[src/rtl/crc_rx_pkg.sv]
// Shared constants for the receive-side CRC checker: widths, generator
// polynomial low terms and the FSM state encoding.
package crc_rx_pkg;

  localparam int MSG_W     = 60;
  localparam int CNT_W     = 6;
  localparam int ERR_CNT_W = 8;

  localparam int CRC8_LEN  = 8;
  localparam int CRC5_LEN  = 5;

  // Generator polynomials with the implicit leading term dropped.
  localparam logic [7:0] CRC8_POLY = 8'h31;
  localparam logic [4:0] CRC5_POLY = 5'h0B;

  localparam logic [1:0] ST_IDLE = 2'd0;
  localparam logic [1:0] ST_CALC = 2'd1;
  localparam logic [1:0] ST_OUT  = 2'd2;

endpackage

[src/rtl/crc_lfsr_step.sv]
// One bit of MSB-first polynomial division.
// sel = 0 selects CRC-8 over r[7:0]; sel = 1 selects CRC-5 over r[4:0].
module crc_lfsr_step
  import crc_rx_pkg::*;
(
  input  logic [7:0] r,
  input  logic       b,
  input  logic       sel,
  output logic [7:0] r_next
);

  always_comb begin
    r_next = '0;
    if (!sel) begin
      r_next = {r[6:0], b} ^ (r[7] ? CRC8_POLY : 8'h00);
    end else begin
      // The CRC-5 remainder lives in r[4:0]; the upper bits are held at zero.
      r_next = {3'b000, ({r[3:0], b} ^ (r[4] ? CRC5_POLY : 5'h00))};
    end
  end

endmodule

[config.mk]
export PLATFORM = sky130hd
export DESIGN_NAME = crc_lfsr_step
export DESIGN_NICKNAME = d
export VERILOG_FILES = /design/src/rtl/crc_rx_pkg.sv /design/src/rtl/crc_lfsr_step.sv
export SDC_FILE = /design/constraint.sdc
export NUM_CORES = 1
export LEC_CHECK = 0
export ABC_AREA = 1
export BUFFER_PORTS_ARGS = -buffer_cell sky130_fd_sc_hd__buf_4
export CORE_AREA = 2 2 39 41
export DETAILED_ROUTE_END_ITERATION = 12
export DIE_AREA = 0 0 41 43
export GPL_TIMING_DRIVEN = 0
export PLACE_DENSITY = 0.42
export SYNTH_ARGS = -nofsm -noshare
export SYNTH_HDL_FRONTEND = slang
export SYNTH_SLANG_ARGS = --single-unit
[constraint.sdc]
create_clock -name vclk -period 0.8
set_input_delay 0.08 -clock vclk [all_inputs]
set_output_delay 0.08 -clock vclk [all_outputs]
set_load 0.02 [all_outputs]
* After elaboration in Yosys (flattened, before gate mapping)
Cells that the tools add are included.
** Cells by class
- Shift-type cells :: 0
- Add/subtract/negate cells :: 0
- Divide/modulo/power cells :: 0
- $lt $le $gt $ge :: 0
- Reductions and logical operators :: 0
- Mux-type cells :: 3
- Eq/ne operators :: 0
- Multiply operators :: 0
- Bitwise logic cells :: 2
** Operator list (number)
- two-way mux 8 bit :: 1
- bitwise XOR 8 x 6 -> 8 bit :: 1
- two-way mux 6 bit :: 1
- bitwise XOR 5 x 4 -> 5 bit :: 1
- two-way mux 4 bit :: 1
** Storage, ports and cells
- Logic and storage cells :: 5
- Bits in writable memories :: 0
- Bits in registers :: 0
- Input bits :: 10
- Memory bits (read-only) :: 0
- Bits in latches :: 0
- Memories kept :: 0

* Depth between registers and ports, before layout
Gate-level depths: netlist (run 1).
- Word-level depth :: 3
- Gate-level depth with buffers :: 5
- Gate-level depth less buffers :: 5

* Worst setup path after synthesis (run 1)
Ideal clock, no wire load.
- Path type :: in2out
- Start point :: input port r[4]
- End point :: output port r_next[1]
- Cell stages on the path :: 2
- Slack :: 0.190 ns
- Arrival :: 0.530 ns
- Data required time :: 0.720 ns
- Cell sequence :: nand2_2 xnor2_1
** On the way
- Word-level cells in the longest chain between the ends :: 3
** Ends and longest elaborated chain
- start, declared :: line crc_lfsr_step.sv:6 : input logic [7:0] r,
- two-way mux 4 bit :: line crc_lfsr_step.sv:18 : r_next = {3'b000, ({r[3:0], b} ^ (r[4] ? CRC5_POLY : 5'h00))};
- bitwise XOR 5 x 4 -> 5 bit :: line crc_lfsr_step.sv:18
- two-way mux 8 bit :: line crc_lfsr_step.sv:14 : if (!sel) begin
- end, declared :: line crc_lfsr_step.sv:9 : output logic [7:0] r_next
Every way passes these cells.

* Final worst setup path (run 1)
- Start point :: input port sel
- End point :: output port r_next[0]
** On the way
- Word-level cells in the longest chain between the ends :: 1
** Ends and longest elaborated chain
- start, declared :: line crc_lfsr_step.sv:8 : input logic sel,
- two-way mux 8 bit :: line crc_lfsr_step.sv:14
Every way passes these cells.

==> metrics.md, run 1 <==
| Metric | Value |
|---|---|
| Fin nets | 49 |
| Fin crit share | a little under nine tenths |
| Routed len/inst | 6.226 µm |
| Fin Setup TNS | 0 ns |
| Critical Path Max Stage Delay | 0.13 ns |
| Die Wd | ~41 µm |
| Tmin final | approximately 0.69 ns |
| Mux contribution to synthesized area | 0% |
| Max Cap Viol | 0 |
| Fin worst setup slack | 0.1109 ns |
| Max_slew headroom | 91.49% |
| Final setup vio count | 0 |
| Via count | 166 |
| Synth Area in XOR/XNOR | about a quarter |
| Critical path arrival | 0.61 ns |
| Pwr Density | 705.5 nW/µm² |
| Inst Count DP | 53 |
| Post-Synth Adder-Cell Area | 0% |
| CP cell instances | buf_4 > nand2_2 > nand2_1 > nand2_1 > nand2_1 > buf_6 |
| Initial Util | 7.505% |
| DRC viols | 0 |
| HPWL Detailed | 307.1 µm |
| Die area | 1763 µm² |
| Worst hold margin | 0.3571 ns |
| Num sequential | 0 |
| Status | complete, no violations |
| Diode count | 0 |
| Die extent in y | 43 µm |
| Post-Synthesis Cells | 20 |
| Critical Path Fanout Max | 5 |
| Ys Warns | 0 |
| Cell Rows | 14 |
| CP max-delay cell | buf_4 |
| Worst IR drop on VDD | 116.4 µV |
| Largest family of logic cells by synthesized area | simple AND/OR/NAND/NOR gates |
| HP Class | in2out |
| Commonest non-fill, non-tap cell in the layout | buf_4 |
| Unrepaired setup endpoints after global routing | false |
| Post-Synthesis Mean Instance Area | approximately 5.2 µm² |
| First-pass GRT wire length | 503 µm |
| Initial antenna violation count | 0 |
| Synth Area in Compound Gates | 0% |
| Gr ovfl total | 0 |
| Final Hold Fails | 0 |
| Crit. End Element | output port |
| Most frequent cells in the layout | buf_4 (17), nand2_1 (5), inv_1 (3), nor2_1 (3), xnor2_1 (3) |
| Crit path launch type | primary input |
| Place WS | 0.07845 ns |
| TritonRoute pass-1 iters | 2 |
| Distinct cells, synth | 8 |
| Number of global-route vias before repair | 134 |
| Synthesized area | 103.9 µm² |
| Via density | between 3 and 4 |
| F_max | 1.451 GHz |
| RePlAce Congestion | 0.5237 |
| Routed Antenna Nets | 0 |
| IO Count | 18 |
| Crit path required time | 0.72 ns |
| Clk_buf instances | 0 |
| Largest net degree at the start of global routing | 6 |
| Fin cells | 53 |
| Fillers | 160 |
| Worst-margin pin slew | 0.1268 ns |
| Static leakage | 0.1488 nW |
| Area of the core | 1384 µm² |
| Ratio of cells with drive above 1 in the final layout | between 50% and 60% |
| Area grow syn2layout | 145.8% |
| Register area | 0 µm² |
| Post-synthesis sequential area ratio | 0% |
| Most frequent CP cell | nand2_1 |
| Synthesized net count | 30 |
| Critical path type | in2out |
| Final WL | 330 µm |
| Total GRT Usage | 3.696% |
| Cts hold-fix bufs | 0 |
| Final slew viol count | 0 |
| Simple-gate share of the synthesized area | around 53% |
| Detailed Route Iter0 Violations | 4 |
| I/O Buffers | 17 |
-- metal layers --
| layer | GRT usage, % | up-vias | wire length (µm) |
|---|---|---|---|
| met2 | 7.500 | 6 | 183 |
| li1 | - | 91 | - |
| met1 | 4.114 | 69 | 105 |
| met5 | 0 | - | 0 |
| met4 | 0 | 0 | 0 |
| met3 | 0 | 0 | 41 |
-- synthesized netlist by cell type --
| cell type | count | area, µm² |
|---|---|---|
| nand2_1 | 5 | 18.77 |
| inv_1 | 4 | 15.01 |
| nor2_1 | 3 | 11.26 |
| xnor2_1 | 3 | 26.28 |
| nand2_2 | 2 | 12.51 |
| buf_4 | 1 | 7.510 |
| nand3_1 | 1 | 5.000 |
| nand3b_1 | 1 | 7.510 |
-- layout make-up --
cell class / instances / area [µm²] / share of cell area [%]
timing repair buffer: 17 / 131.4 / 51.47
inverter: 4 / 15.01 / 5.882
buffer: 1 / 7.507 / 2.941
multi-input combinational: 15 / 81.33 / 31.86
tap: 16 / 20.02 / 7.843
-- cell families (layout without fill, tap and decap cells) --
family                    after synthesis  in the layout
and+or+nand+nor                        12             12
buffers and inverters                   5             22
xor gates and xnor gates                3              3
-- where the power goes --
part           internal, W  switching (W)  total [W]
combinational    0.0000933      0.0000868   0.000180
clock                    0              0          0
sequential               0              0          0
-- stage by stage --
step,power [W],cell area [µm²],utilization [%]
after global routing,0.0001960,255.2,18.44
final,0.0001801,255.2,18.44
after detailed placement,0.0001779,251.5,18.17
after CTS,0.0001779,251.5,18.17
after global placement,0.0001764,251.5,18.17
after floorplan,0.00008511,103.9,-
-- final timing paths --
kind | start | end | slack, ns | cells past startpoint
setup / recovery | sel | r_next[0] | 0.11 | 6
hold / removal | r[1] | r_next[2] | 0.36 | 2
-- worst max-delay path, delay by kind of cell --
kind                   cells  cell delay, ns
buffers and inverters      2            0.26
and+or+nand+nor            4            0.27
-- what timing repair did --
action	CTS	global route
gates resized for setup	0	2
setup endpoints to repair	0	1
setup buffers	0	0
Power figures use the tool's default switching activity.
==> inputs of run 2 (changes only) <==
RECOVER_POWER = 100   (was not set)
SLEW_MARGIN = 20   (was not set)
==> run 2 against run 1 <==
  * Cell count is the same
  * Maximum frequency shrank 2.6%
  * Via count is the same
  * Hold slack gained 0.064 ns
  * Count of clock-buffer cells in the layout is the same
  * Largest cell class unchanged
  * Highest routed layer unchanged
==> metrics.md, run 2 (synthesized netlist as in run 1, its figures left out) <==
| Metric | Value |
|---|---|
| Status | complete, no violations (unchanged) |
| Die Wd | 41 µm (unchanged) |
| Max_slew headroom | 82.75% (was 91.49%) |
| Buf/Inv on CP | 2 (unchanged) |
| Clk_buf instances | 0 (unchanged) |
| Largest net degree at the start of global routing | 6 (unchanged) |
| Cell Rows | 14 (unchanged) |
| Most frequent cells in the layout | buf_4 (11), nand2_1 (5), clkbuf_1 (4) (was buf_4 (17), nand2_1 (5), inv_1 (3), nor2_1 (3), xnor2_1 (3)) |
| Initial antenna violation count | 0 (unchanged) |
| Critical Path Max Stage Delay | 0.23 ns (was 0.13 ns) |
| Worst-margin pin slew | 0.2599 ns (was 0.1268 ns) |
| IO Count | 18 (unchanged) |
| CP cell instances | buf_4 > xnor2_1 > nor2_1 > clkbuf_1 (was buf_4 > nand2_2 > nand2_1 > nand2_1 > nand2_1 > buf_6) |
| Register area | 0 µm² (unchanged) |
| Unrepaired setup endpoints after global routing | false (unchanged) |
| Num sequential | 0 (unchanged) |
| Routed len/inst | 6.245 µm (was 6.226 µm) |
| Routed Antenna Nets | 0 (unchanged) |
| Final Hold Fails | 0 (unchanged) |
| Tmin final | 0.7078 ns (was 0.6891 ns) |
| Fin util | 16.55% (was 18.44%) |
| Crit path required time | 0.72 ns (about the same) |
| Commonest non-fill, non-tap cell in the layout | buf_4 (unchanged) |
| Worst IR drop on VDD | 114.3 µV (was 116.4 µV) |
| Diode count | 0 (unchanged) |
| Max Cap Viol | 0 (unchanged) |
| I/O Buffers | 17 (unchanged) |
| Static leakage | 0.1302 nW (was 0.1488 nW) |
| Critical path type | in2out (unchanged) |
| Pwr Total | 0.0001577 W (was 0.0001801 W) |
| Area grow syn2layout | 120.5% (was 145.8%) |
| Number of global-route vias before repair | 134 (unchanged) |
| DRC viols | 0 (unchanged) |
| Worst hold margin | 0.4208 ns (was 0.3571 ns) |
| Initial Util | 7.505% (unchanged) |
| Via density | 3.132 (unchanged) |
| Crit path launch type | primary input (unchanged) |
| Via count | 166 (unchanged) |
| First-pass GRT wire length | 503 µm (unchanged) |
| Fin Setup TNS | 0 ns (unchanged) |
| CP max-delay cell | clkbuf_1 (was buf_4) |
| Final WL | 331 µm (was 330 µm) |
| Area of the core | 1384 µm² (unchanged) |
| Die extent in y | 43 µm (unchanged) |
| TritonRoute pass-1 iters | 2 (unchanged) |
| CP top delay family | buffers and inverters (was simple AND/OR/NAND/NOR gates) |
| Die area | 1763 µm² (unchanged) |
| Total GRT Usage | 3.696% (unchanged) |
| Pwr Density | 688.6 nW/µm² (was 705.5 nW/µm²) |
| HPWL Detailed | 307.1 µm (unchanged) |
| RePlAce Congestion | 0.5237 (unchanged) |
| Critical Path Fanout Max | 3 (was 5) |
| Ratio of cells with drive above 1 in the final layout | 45.95% (was 56.76%) |
| F_max | 1.413 GHz (was 1.451 GHz) |
| Fin crit share | 88.47% (was 86.14%) |
| Critical path arrival | 0.63 ns (was 0.61 ns) |
| Setup bufs post-CTS | 0 (unchanged) |
| Detailed Route Iter0 Violations | 4 (unchanged) |
| Fillers | 167 (was 160) |
| HP Class | in2out (unchanged) |
| Final setup vio count | 0 (unchanged) |
| Gr ovfl total | 0 (unchanged) |
| Crit. End Element | output port (unchanged) |
| Final slew viol count | 0 (unchanged) |
| Fin nets | 49 (unchanged) |
## run 2: cell types whose count changed in the layout (fill, tap and decap cells not counted), sizes merged
cell	before	now
buf	18	11
clkbuf	0	7
## run 2: report_power, final
| part | switching [W] | leakage [nW] | internal [W] |
|---|---|---|---|
| logic | 0.0000855 | 0.130 | 0.0000722 |
| registers | 0 | 0 | 0 |
| clock network | 0 | 0 | 0 |
## run 2: cell type report
class / count / area [µm²] / area share (%)
well taps: 16 / 20.02 / 8.743
repair buffers: 17 / 105.1 / 45.90
inverters: 4 / 15.01 / 6.557
plain buffers: 1 / 7.507 / 3.279
multi-input cells: 15 / 81.33 / 35.52
## run 2: layer usage
metal / track usage, % / vias to the layer above / part of all wire (%)
li1: - / 91 / -
met1: 4.114 / 69 / 32
met4: 0 / 0 / 0
met2: 7.500 / 6 / 54
met5: 0 / - / 0
met3: 0 / 0 / 13
## run 2: per-stage QoR
stage	worst slack, ns	instance area, µm²	std cells
after floorplan	0.1901	103.9	20
after global routing	0.03260	229.0	53
after detailed placement	0.07845	251.5	53
after global placement	0.08815	251.5	53
after CTS	0.07836	251.5	53
final	0.09221	229.0	53
## run 2: worst paths after layout
| check | start | endpoint | slack [ns] | cells past startpoint |
|---|---|---|---|---|
| worst max-delay path | r[7] | r_next[5] | 0.09 | 4 |
| worst min-delay path | r[1] | r_next[2] | 0.42 | 2 |
## run 2: timing repair
item,CTS,global route
endpoints found under the hold margin,0,0
setup endpoints to repair,0,1
resized for setup,0,2
hold buffers,0,0
==> inputs of run 3 (changes only) <==
ABC_AREA = not set   (was 1)
PLACE_DENSITY = 0.41   (was 0.42)
==> run 3 against run 2 <==
  * Critical path depth stayed put
  * Power is 12% higher
  * Global-route usage is 1.0 points lower
  * Critical endpoint is now r_next[0]
  * Area after synthesis is 11% lower
  * Synthesized cell count is 40% lower
  * Cell count is 15% lower
==> metrics.md, run 3 <==
| Metric | Value |
|---|---|
| Status | complete, no violations (unchanged) |
| Via density | 2.911 (was 3.132) |
| Critical path origin | sel (was r[7]) |
| Critical path type | in2out (unchanged) |
| Final slew viol count | 0 (unchanged) |
| Setup bufs post-CTS | 0 (unchanged) |
| Initial Util | 6.691% (was 7.505%) |
| Post-Synthesis Cells | 12 (was 20) |
| Synth area leader | xnor2_1 (unchanged) |
| Ys Warns | 0 (unchanged) |
| Diode count | 0 (unchanged) |
| Area grow syn2layout | 158.1% (was 120.5%) |
| Top-count cell post-synth | xnor2_1 (was nand2_1) |
| Num sequential | 0 (unchanged) |
| TritonRoute pass-1 iters | 1 (was 2) |
| Total GRT Usage | 2.700% (was 3.696%) |
| Static leakage | 0.1089 nW (was 0.1302 nW) |
| Routed length on met2 | 117 µm (was 179 µm) |
| DRC viols | 0 (unchanged) |
| Cell Rows | 14 (unchanged) |
| Max Cap Viol | 0 (unchanged) |
| Clk_buf instances | 0 (unchanged) |
| Detailed Route Iter0 Violations | 0 (was 4) |
| Post-synthesis sequential area ratio | 0% (unchanged) |
| Die Wd | 41 µm (unchanged) |
| RePlAce Congestion | 0.4357 (was 0.5237) |
| Fin crit share | 95.08% (was 88.47%) |
| Fin Setup TNS | 0 ns (unchanged) |
| First-pass GRT wire length | 351 µm (was 503 µm) |
| Critical Path Sink | r_next[0] (was r_next[5]) |
| Crit path required time | 0.72 ns (about the same) |
| CP cell instances | buf_8 > mux2i_4 > xnor2_1 > buf_4 (was buf_4 > xnor2_1 > nor2_1 > clkbuf_1) |
| CP top delay family | buffers and inverters (unchanged) |
| Ratio of cells with drive above 1 in the final layout | 62.07% (was 45.95%) |
| Largest net degree at the start of global routing | 7 (was 6) |
| Final setup vio count | 0 (unchanged) |
| Synthesized net count | 22 (was 30) |
| Met1 WL | 102 µm (was 107 µm) |
| Routed len/inst | 6.333 µm (was 6.245 µm) |
| Register area | 0 µm² (unchanged) |
| Post-Synthesis Mean Instance Area | 7.716 µm² (was 5.193 µm²) |
| Via count | 131 (was 166) |
| Max_slew headroom | 83.16% (was 82.75%) |
| Distinct cells, synth | 7 (was 8) |
| Critical path depth | 4 (unchanged) |
| Initial antenna violation count | 0 (unchanged) |
| Unrepaired setup endpoints after global routing | true (was false) |
| Crit. End Element | output port (unchanged) |
| Critical path arrival | 0.68 ns (was 0.63 ns) |
| CP max-delay cell | mux2i_4 (was clkbuf_1) |
| Buf/Inv on CP | 2 (unchanged) |
| Worst hold margin | 0.4198 ns (was 0.4208 ns) |
| Pwr Density | 737.2 nW/µm² (was 688.6 nW/µm²) |
| HP Class | in2out (unchanged) |
| Synthesized area | 92.59 µm² (was 103.9 µm²) |
| Die extent in y | 43 µm (unchanged) |
| I/O Buffers | 17 (unchanged) |
| Area of the core | 1384 µm² (unchanged) |
| Synth top area cells | xnor2_1 (47%), and2b_2 (19%), mux2i_1 (11%) (was xnor2_1 (25%), nand2_1 (18%), inv_1 (14%)) |
| Tmin final | 0.7606 ns (was 0.7078 ns) |
| Number of global-route vias before repair | 91 (was 134) |
| Routed Antenna Nets | 0 (unchanged) |
| Worst IR drop on VDD | 170.4 µV (was 114.3 µV) |
| Final WL | 285 µm (was 331 µm) |
| Top Metal Used | met3 (unchanged) |
| F_max | 1.315 GHz (was 1.413 GHz) |
| Final Hold Fails | 0 (unchanged) |
| Crit path launch type | primary input (unchanged) |
| Die area | 1763 µm² (unchanged) |
| Critical Path Fanout Max | 6 (was 3) |
| Share of the synthesized area in the top cell type | 47.30% (was 25.30%) |
| Gr ovfl total | 0 (unchanged) |
| Commonest non-fill, non-tap cell in the layout | buf_4 (unchanged) |
| Fin nets | 41 (was 49) |
| Synth top cells by count | xnor2_1 (5), and2b_2 (2) (was nand2_1 (5), inv_1 (4), nor2_1 (3), xnor2_1 (3), nand2_2 (2)) |
| Critical Path Max Stage Delay | 0.21 ns (was 0.23 ns) |
| Worst-margin pin slew | 0.2537 ns (was 0.2599 ns) |
| Met3 routed WL | 65 µm (was 44 µm) |
| Most frequent cells in the layout | buf_4 (10), xnor2_1 (5), clkbuf_2 (4), clkbuf_1 (3), and2b_2 (2) (was buf_4 (11), nand2_1 (5), clkbuf_1 (4)) |
| IO Count | 18 (unchanged) |
## run 3: changes by cell type in the layout (fill, tap and decap cells not counted), sizes merged, moves of 2 or more
cell	before	now
nand2	7	1
inv	4	0
and2b	0	2
nor2	3	1
xnor2	3	5
## run 3: area by class of cell
type / instances / area, µm²
fill: 167 / 1145
timing repair buffer: 17 / 113.9
tap: 16 / 20.02
multi-input combinational: 11 / 97.59
buffer: 1 / 7.507
## run 3: what timing repair did
item,in CTS,in global routing
pin swaps,1,1
endpoints found under the setup margin,1,1
endpoints found under the hold margin,0,0
hold buffers,0,0
resized for setup,2,2
## run 3: where the power goes
part           total, W  internal (W)  switching, W
clock                 0             0             0
combinational  0.000176     0.0000898     0.0000864
sequential            0             0             0
total          0.000176     0.0000898     0.0000864
## run 3: cell families (layout without fill, tap and decap cells)
logic type / after synthesis / count (layout) / share of synthesized area (%)
xor+xnor: 5 / 5 / 47.30
mux: 1 / 1 / 10.81
buf+inv: 1 / 18 / 8.111
simple gates: 5 / 5 / 33.78
## run 3: routing by layer
metal / vias to the layer above / track usage [%]
met1: 50 / 2.857
met5: - / 0
met2: 11 / 5.313
met3: 0 / 0.5236
met4: 0 / 0
li1: 70 / -
## run 3: stage by stage
step	utilization (%)	setup WS [ns]	area [µm²]	power, W	cells
3_5_place_dp	17.36	-0.007999	240.2	0.0001825	45
2_1_floorplan	-	0.1244	92.59	0.00008855	12
6_report	17.27	0.03936	239.0	0.0001762	45
3_3_place_gp	17.36	-0.01452	240.2	0.0001821	45
4_1_cts	17.90	0.01897	247.7	0.0001881	45
5_1_grt	17.27	-0.003382	239.0	0.0001895	45
## run 3: worst min path at each step
stage / from / endpoint / slack (ns) / cells past startpoint
3_3_place_gp: r[1] / r_next[2] / 0.36 / 2
2_1_floorplan: sel / r_next[5] / 0.24 / 1
4_1_cts: r[1] / r_next[2] / 0.36 / 2
5_1_grt: r[1] / r_next[2] / 0.43 / 2
3_5_place_dp: r[1] / r_next[2] / 0.36 / 2
6_report: r[1] / r_next[2] / 0.42 / 2
